**src/rtl/cmp_iter.sv**
```systemverilog
// Iterative unsigned N-bit magnitude comparator: one 4-bit digit per cycle,
// MSB digit first, early exit on the first unequal digit, req/ack handshake.

module cmp_4bit (
    input  logic [3:0] a,
    input  logic [3:0] b,
    output logic       lth,
    output logic       equ,
    output logic       gth
);
    assign lth = (a < b);
    assign equ = (a == b);
    assign gth = (a > b);
endmodule

module cmp_iter #(
    parameter int N = 16
) (
    input  logic         clk,
    input  logic         rst,
    input  logic         req,
    input  logic [N-1:0] x,
    input  logic [N-1:0] y,
    output logic         ack,
    output logic         lth,
    output logic         equ,
    output logic         gth
);
    localparam int D  = N / 4;
    localparam int IW = (D > 1) ? $clog2(D) : 1;
    localparam logic [IW-1:0] LAST = IW'(D - 1);

    typedef enum logic [1:0] {
        IDLE = 2'd0,
        RUN  = 2'd1,
        DONE = 2'd2
    } state_t;

    state_t        state_q, state_d;
    logic [IW-1:0] idx_q, idx_d;
    logic [N-1:0]  x_q, x_d;
    logic [N-1:0]  y_q, y_d;
    logic          ack_q, ack_d;
    logic          lth_q, lth_d;
    logic          equ_q, equ_d;
    logic          gth_q, gth_d;

    logic [N-1:0]  x_sh, y_sh;
    logic          c_lth, c_equ, c_gth;

    assign x_sh = x_q >> {idx_q, 2'b00};
    assign y_sh = y_q >> {idx_q, 2'b00};

    cmp_4bit u_cmp (
        .a   (x_sh[3:0]),
        .b   (y_sh[3:0]),
        .lth (c_lth),
        .equ (c_equ),
        .gth (c_gth)
    );

    always_comb begin
        state_d = state_q;
        idx_d   = idx_q;
        x_d     = x_q;
        y_d     = y_q;
        ack_d   = ack_q;
        lth_d   = lth_q;
        equ_d   = equ_q;
        gth_d   = gth_q;
        unique case (state_q)
            IDLE: begin
                if (req) begin
                    x_d     = x;
                    y_d     = y;
                    idx_d   = LAST;
                    lth_d   = 1'b0;
                    equ_d   = 1'b0;
                    gth_d   = 1'b0;
                    state_d = RUN;
                end
            end
            RUN: begin
                if (!c_equ) begin
                    lth_d   = c_lth;
                    gth_d   = c_gth;
                    equ_d   = 1'b0;
                    ack_d   = 1'b1;
                    state_d = DONE;
                end else if (idx_q == '0) begin
                    lth_d   = 1'b0;
                    gth_d   = 1'b0;
                    equ_d   = 1'b1;
                    ack_d   = 1'b1;
                    state_d = DONE;
                end else begin
                    idx_d = idx_q - 1'b1;
                end
            end
            DONE: begin
                // Result stays up until the requester lowers req.
                if (!req) begin
                    ack_d   = 1'b0;
                    state_d = IDLE;
                end
            end
            default: state_d = IDLE;
        endcase
    end

    always_ff @(posedge clk) begin
        if (!rst) begin
            state_q <= IDLE;
            idx_q   <= '0;
            x_q     <= '0;
            y_q     <= '0;
            ack_q   <= 1'b0;
            lth_q   <= 1'b0;
            equ_q   <= 1'b0;
            gth_q   <= 1'b0;
        end else begin
            state_q <= state_d;
            idx_q   <= idx_d;
            x_q     <= x_d;
            y_q     <= y_d;
            ack_q   <= ack_d;
            lth_q   <= lth_d;
            equ_q   <= equ_d;
            gth_q   <= gth_d;
        end
    end

    assign ack = ack_q;
    assign lth = lth_q;
    assign equ = equ_q;
    assign gth = gth_q;
endmodule

```
**config.mk**
```make
export PLATFORM = sky130hd
export DESIGN_NAME = cmp_iter
export DESIGN_NICKNAME = d
export VERILOG_FILES = /design/src/rtl/cmp_iter.sv
export SDC_FILE = /design/constraint.sdc
export NUM_CORES = 1
export LEC_CHECK = 0
export ABC_AREA = 1
export BUFFER_PORTS_ARGS = -buffer_cell sky130_fd_sc_hd__buf_4
export CAP_MARGIN = 20
export CORE_MARGIN = 1
export CORE_UTILIZATION = 50
export CTS_BUF_LIST = sky130_fd_sc_hd__clkbuf_4 sky130_fd_sc_hd__clkbuf_8
export DETAILED_ROUTE_END_ITERATION = 10
export GPL_ROUTABILITY_DRIVEN = 0
export GPL_TIMING_DRIVEN = 0
export MAX_ROUTING_LAYER = met4
export PLACE_DENSITY = 0.83
export SLEW_MARGIN = 20
export SYNTH_ARGS = -nofsm -noshare
export SYNTH_HDL_FRONTEND = slang
export SYNTH_HIERARCHICAL = 1
export SYNTH_SLANG_ARGS = --single-unit
export TNS_END_PERCENT = 20
```
**constraint.sdc**
```tcl
create_clock -name clk -period 5.8 [get_ports clk]
set_input_delay 1.74 -clock clk [delete_from_list [all_inputs] [get_ports clk]]
set_output_delay 1.74 -clock clk [all_outputs]
set_load 0.01 [all_outputs]
```
==> metrics.yaml <==
routing:
  first_iter_violations: 88
  routedWlPerCell_um: 11.9
  viasPerCell: 5.08
  vias: 1789
  drtPass1Iterations: 4
  drc: 0
  wirelength_um: 4180
  drt.antenna.violating_nets: 0
critical_path:
  reg2reg_depth: 13
  critPathKind: "reg -> out"
  crit_path_max_fanout: 2
  arrival_ns: 0.82
  slowest_delay_ns: 0.35
  critical_path.top_delay_family: "flip-flops"
  critPathBufInv: 1
  startpoint_type: "register"
  rrSetupSlack_ns: 3.38
  rr_endpoint: "idx_q[0]"
  critPathSlowestCell: "dfxtp_1"
  cp.required_ns: 4.06
  end_kind: "output pin"
  reg2reg_from: "idx_q[1]"
  crit_chain: "buf_4"
timing:
  slew_headroom_pct: 72.4
  tns_ns: 0
  whs_ns: 0.492
  finalClockSkew_ns: 0.0135
  finalHoldViolCount: 0
  fin_crit_sh_pct: 44.1
  period_needed_ns: 2.56
  worst_pin_slew_ns: 0.414
  fmax_ghz: 0.391
  rsz0062_at_grt: "false"
  fin_ws_ns: 3.24
  slew_violations: 0
  setup-violations-final: 0
die:
  start_util_pct: 53.1
  core_mm2: 0.00342
  die_x_um: 62.2
  die_area_mm2: 0.00387
  die_y_um: 62.2
  num_rows: 21
  ioPinCount: 39
global_routing:
  globalRoute.busiestLayer: "met2"
  grt_pass1_vias: 1579
  grt_usage_pct: 23.8
  use_met3_pct: 4.41
  grt_pass1_wl_um: 7000
  met1_usage_pct: 29.0
  use_met2_pct: 38.5
  antenna_found_initial: 0
  overflow: 0
  grt_max_degree: 13
clocking:
  clock_sinks: 40
  cts_buffer_depth: 2
  post_cts_buffers: 0
  ctsHoldBuffers: 0
  clk_pin_slew_ns: 0.11
  cts-root-buf: "clkbuf_4"
  cts_resized: 0
  insertion_delay_ns: 0.36
  cts_tree: "yes"
  h-tree-depth: 2
  cts_made_buffers: 5
pwr:
  intPower_mw: 0.497
  seqPwrFrac_pct: 45.0
  ir_drop_mv: 0.189
  switchingPower_mw: 0.211
  combPwrFrac_pct: 25.9
  swShare_pct: 29.8
  power.leakage_nw: 1.05
  power.density_mw_per_mm2: 316
  clkPwrFrac_pct: 29.1
worst_hold_path:
  min_from: "x_q[8]"
  hold_depth: 2
  hp-class: "reg -> reg"
  hold_end: "x_q[8]"
synthesis:
  synth_nets: 301
  yosysSeqAreaShare_pct: 44.1
  synth_top_family_by_area: "simple AND/OR/NAND/NOR gates"
  synth-simple-area-share_pct: 25.9
  synth_xor_area_share_pct: 0
  synth_cell_types: 19
  synth_cells: 261
  netlist_area_mm2: 0.00181
  synth_ff_type: "dfxtp_1"
  synth_area_per_cell_um2: 6.95
  synthMuxAreaShare_pct: 0
  synthAdderAreaFrac_pct: 3.45
  async_flop_share_pct: 0
  ys.warnings.count: 6
  synth-seq-cells: 40
  synth-edff-count: 0
  synth_compound_area_share_pct: 18.2
  ys_top_cells_by_area: "dfxtp_1 (44%), nor2_1 (19%), o21ai_0 (13%)"
  netlist.area_leader.share_pct: 44.1
  synth_most_common_cell: "nor2_1"
  synth_commonest_cells: "nor2_1 (92), o21ai_0 (47), dfxtp_1 (40), nand2_1 (17), inv_1 (14)"
  synth_top_area_cell: "dfxtp_1"
job:
  cap_viol_max_count: 0
finish:
  final_cells: 352
  num_antenna_cells: 0
  layout-drive-gt1-share_pct: 20.6
  synthToLayoutAreaGrowth_pct: 23.7
  num-nets-final: 345
placed_design:
  dpl.cell_count: 344
  dpl.hpwl_um: 3040
  post-place-ws_ns: 3.16
  port_buffers: 37
status:
  outcome: "complete, no violations"
==> cells in the final DEF (no fill, tap or decap) <==
master,n
o21ai_0,47
inv_2,4
nor2_1,92
a21oi_1,7
nand3_1,4
inv_1,14
ha_1,5
bufinv_16,1
o21ai_1,2
clkbuf_8,2
nor3_1,2
nand3_2,1
buf_2,7
dfxtp_1,40
and2_1,1
nand2_1,17
nand3b_1,1
o22ai_1,8
buf_4,42
clkbuf_1,3
clkbuf_4,5
nor2_2,1
==> cell families (layout without fill, tap and decap cells) <==
logic type / Yosys count / after routing
and+or+nand+nor: 119 / 119
buffers and inverters: 33 / 78
adders and majority gates: 5 / 5
DFF: 40 / 40
AOI/OAI and AO/OA: 64 / 64
==> per-layer routing <==
layer / vias up / part of all wire [%]
met2: 44 / 48
met4: 0 / 1.1
li1: 928 / -
met3: 6 / 5.6
met5: - / 0
met1: 811 / 45
==> sequential cells by signal, summed over array words and instances (netlist names) <==
signal and flops:
idx_q 2, x_q 16, equ 1, y_q 16
gth 1, state_q 2, lth 1, ack 1
==> final cells by class <==
| type | count | area, um2 |
|---|---|---|
| Inverter | 18 | 67.6 |
| Sequential cell | 40 | 801 |
| Tap cell | 46 | 57.6 |
| Fill cell | 330 | 1170 |
| Clock buffer | 7 | 65.1 |
| Timing Repair Buffer | 37 | 278 |
| Multi-Input combinational cell | 188 | 862 |
| Buffer | 15 | 83.8 |
| Clock inverter | 1 | 30.0 |
==> worst max path at each step <==
stage / to / startpoint / cells past startpoint
5_1_grt: idx_q[0] / idx_q[1] / 13
6_report: gth / gth / 1
4_1_cts: ack / ack / 1
2_1_floorplan: x_q[0] / rst / 4
3_5_place_dp: y_q[14] / rst / 4
3_3_place_gp: y_q[13] / rst / 4
==> power by group through the flow <==
stage | Sequential (mW) | Combinational, mW | Clock (mW)
finish | 0.319 | 0.184 | 0.206
detailed placement | 0.325 | 0.182 | 0
floorplan | 0.322 | 0.129 | 0
CTS | 0.319 | 0.183 | 0.204
global route | 0.322 | 0.211 | 0.216
global placement | 0.324 | 0.178 | 0
==> through the flow <==
stage | utilization [%] | cell area [um2] | total power [mW]
5_1_grt | 65.7 | 2240 | 0.749
3_3_place_gp | 62.9 | 2150 | 0.502
6_report | 65.7 | 2240 | 0.708
2_1_floorplan | - | 1810 | 0.451
3_5_place_dp | 62.9 | 2150 | 0.507
4_1_cts | 65.7 | 2240 | 0.706
No activity file was read; power rests on OpenSTA's default activity.
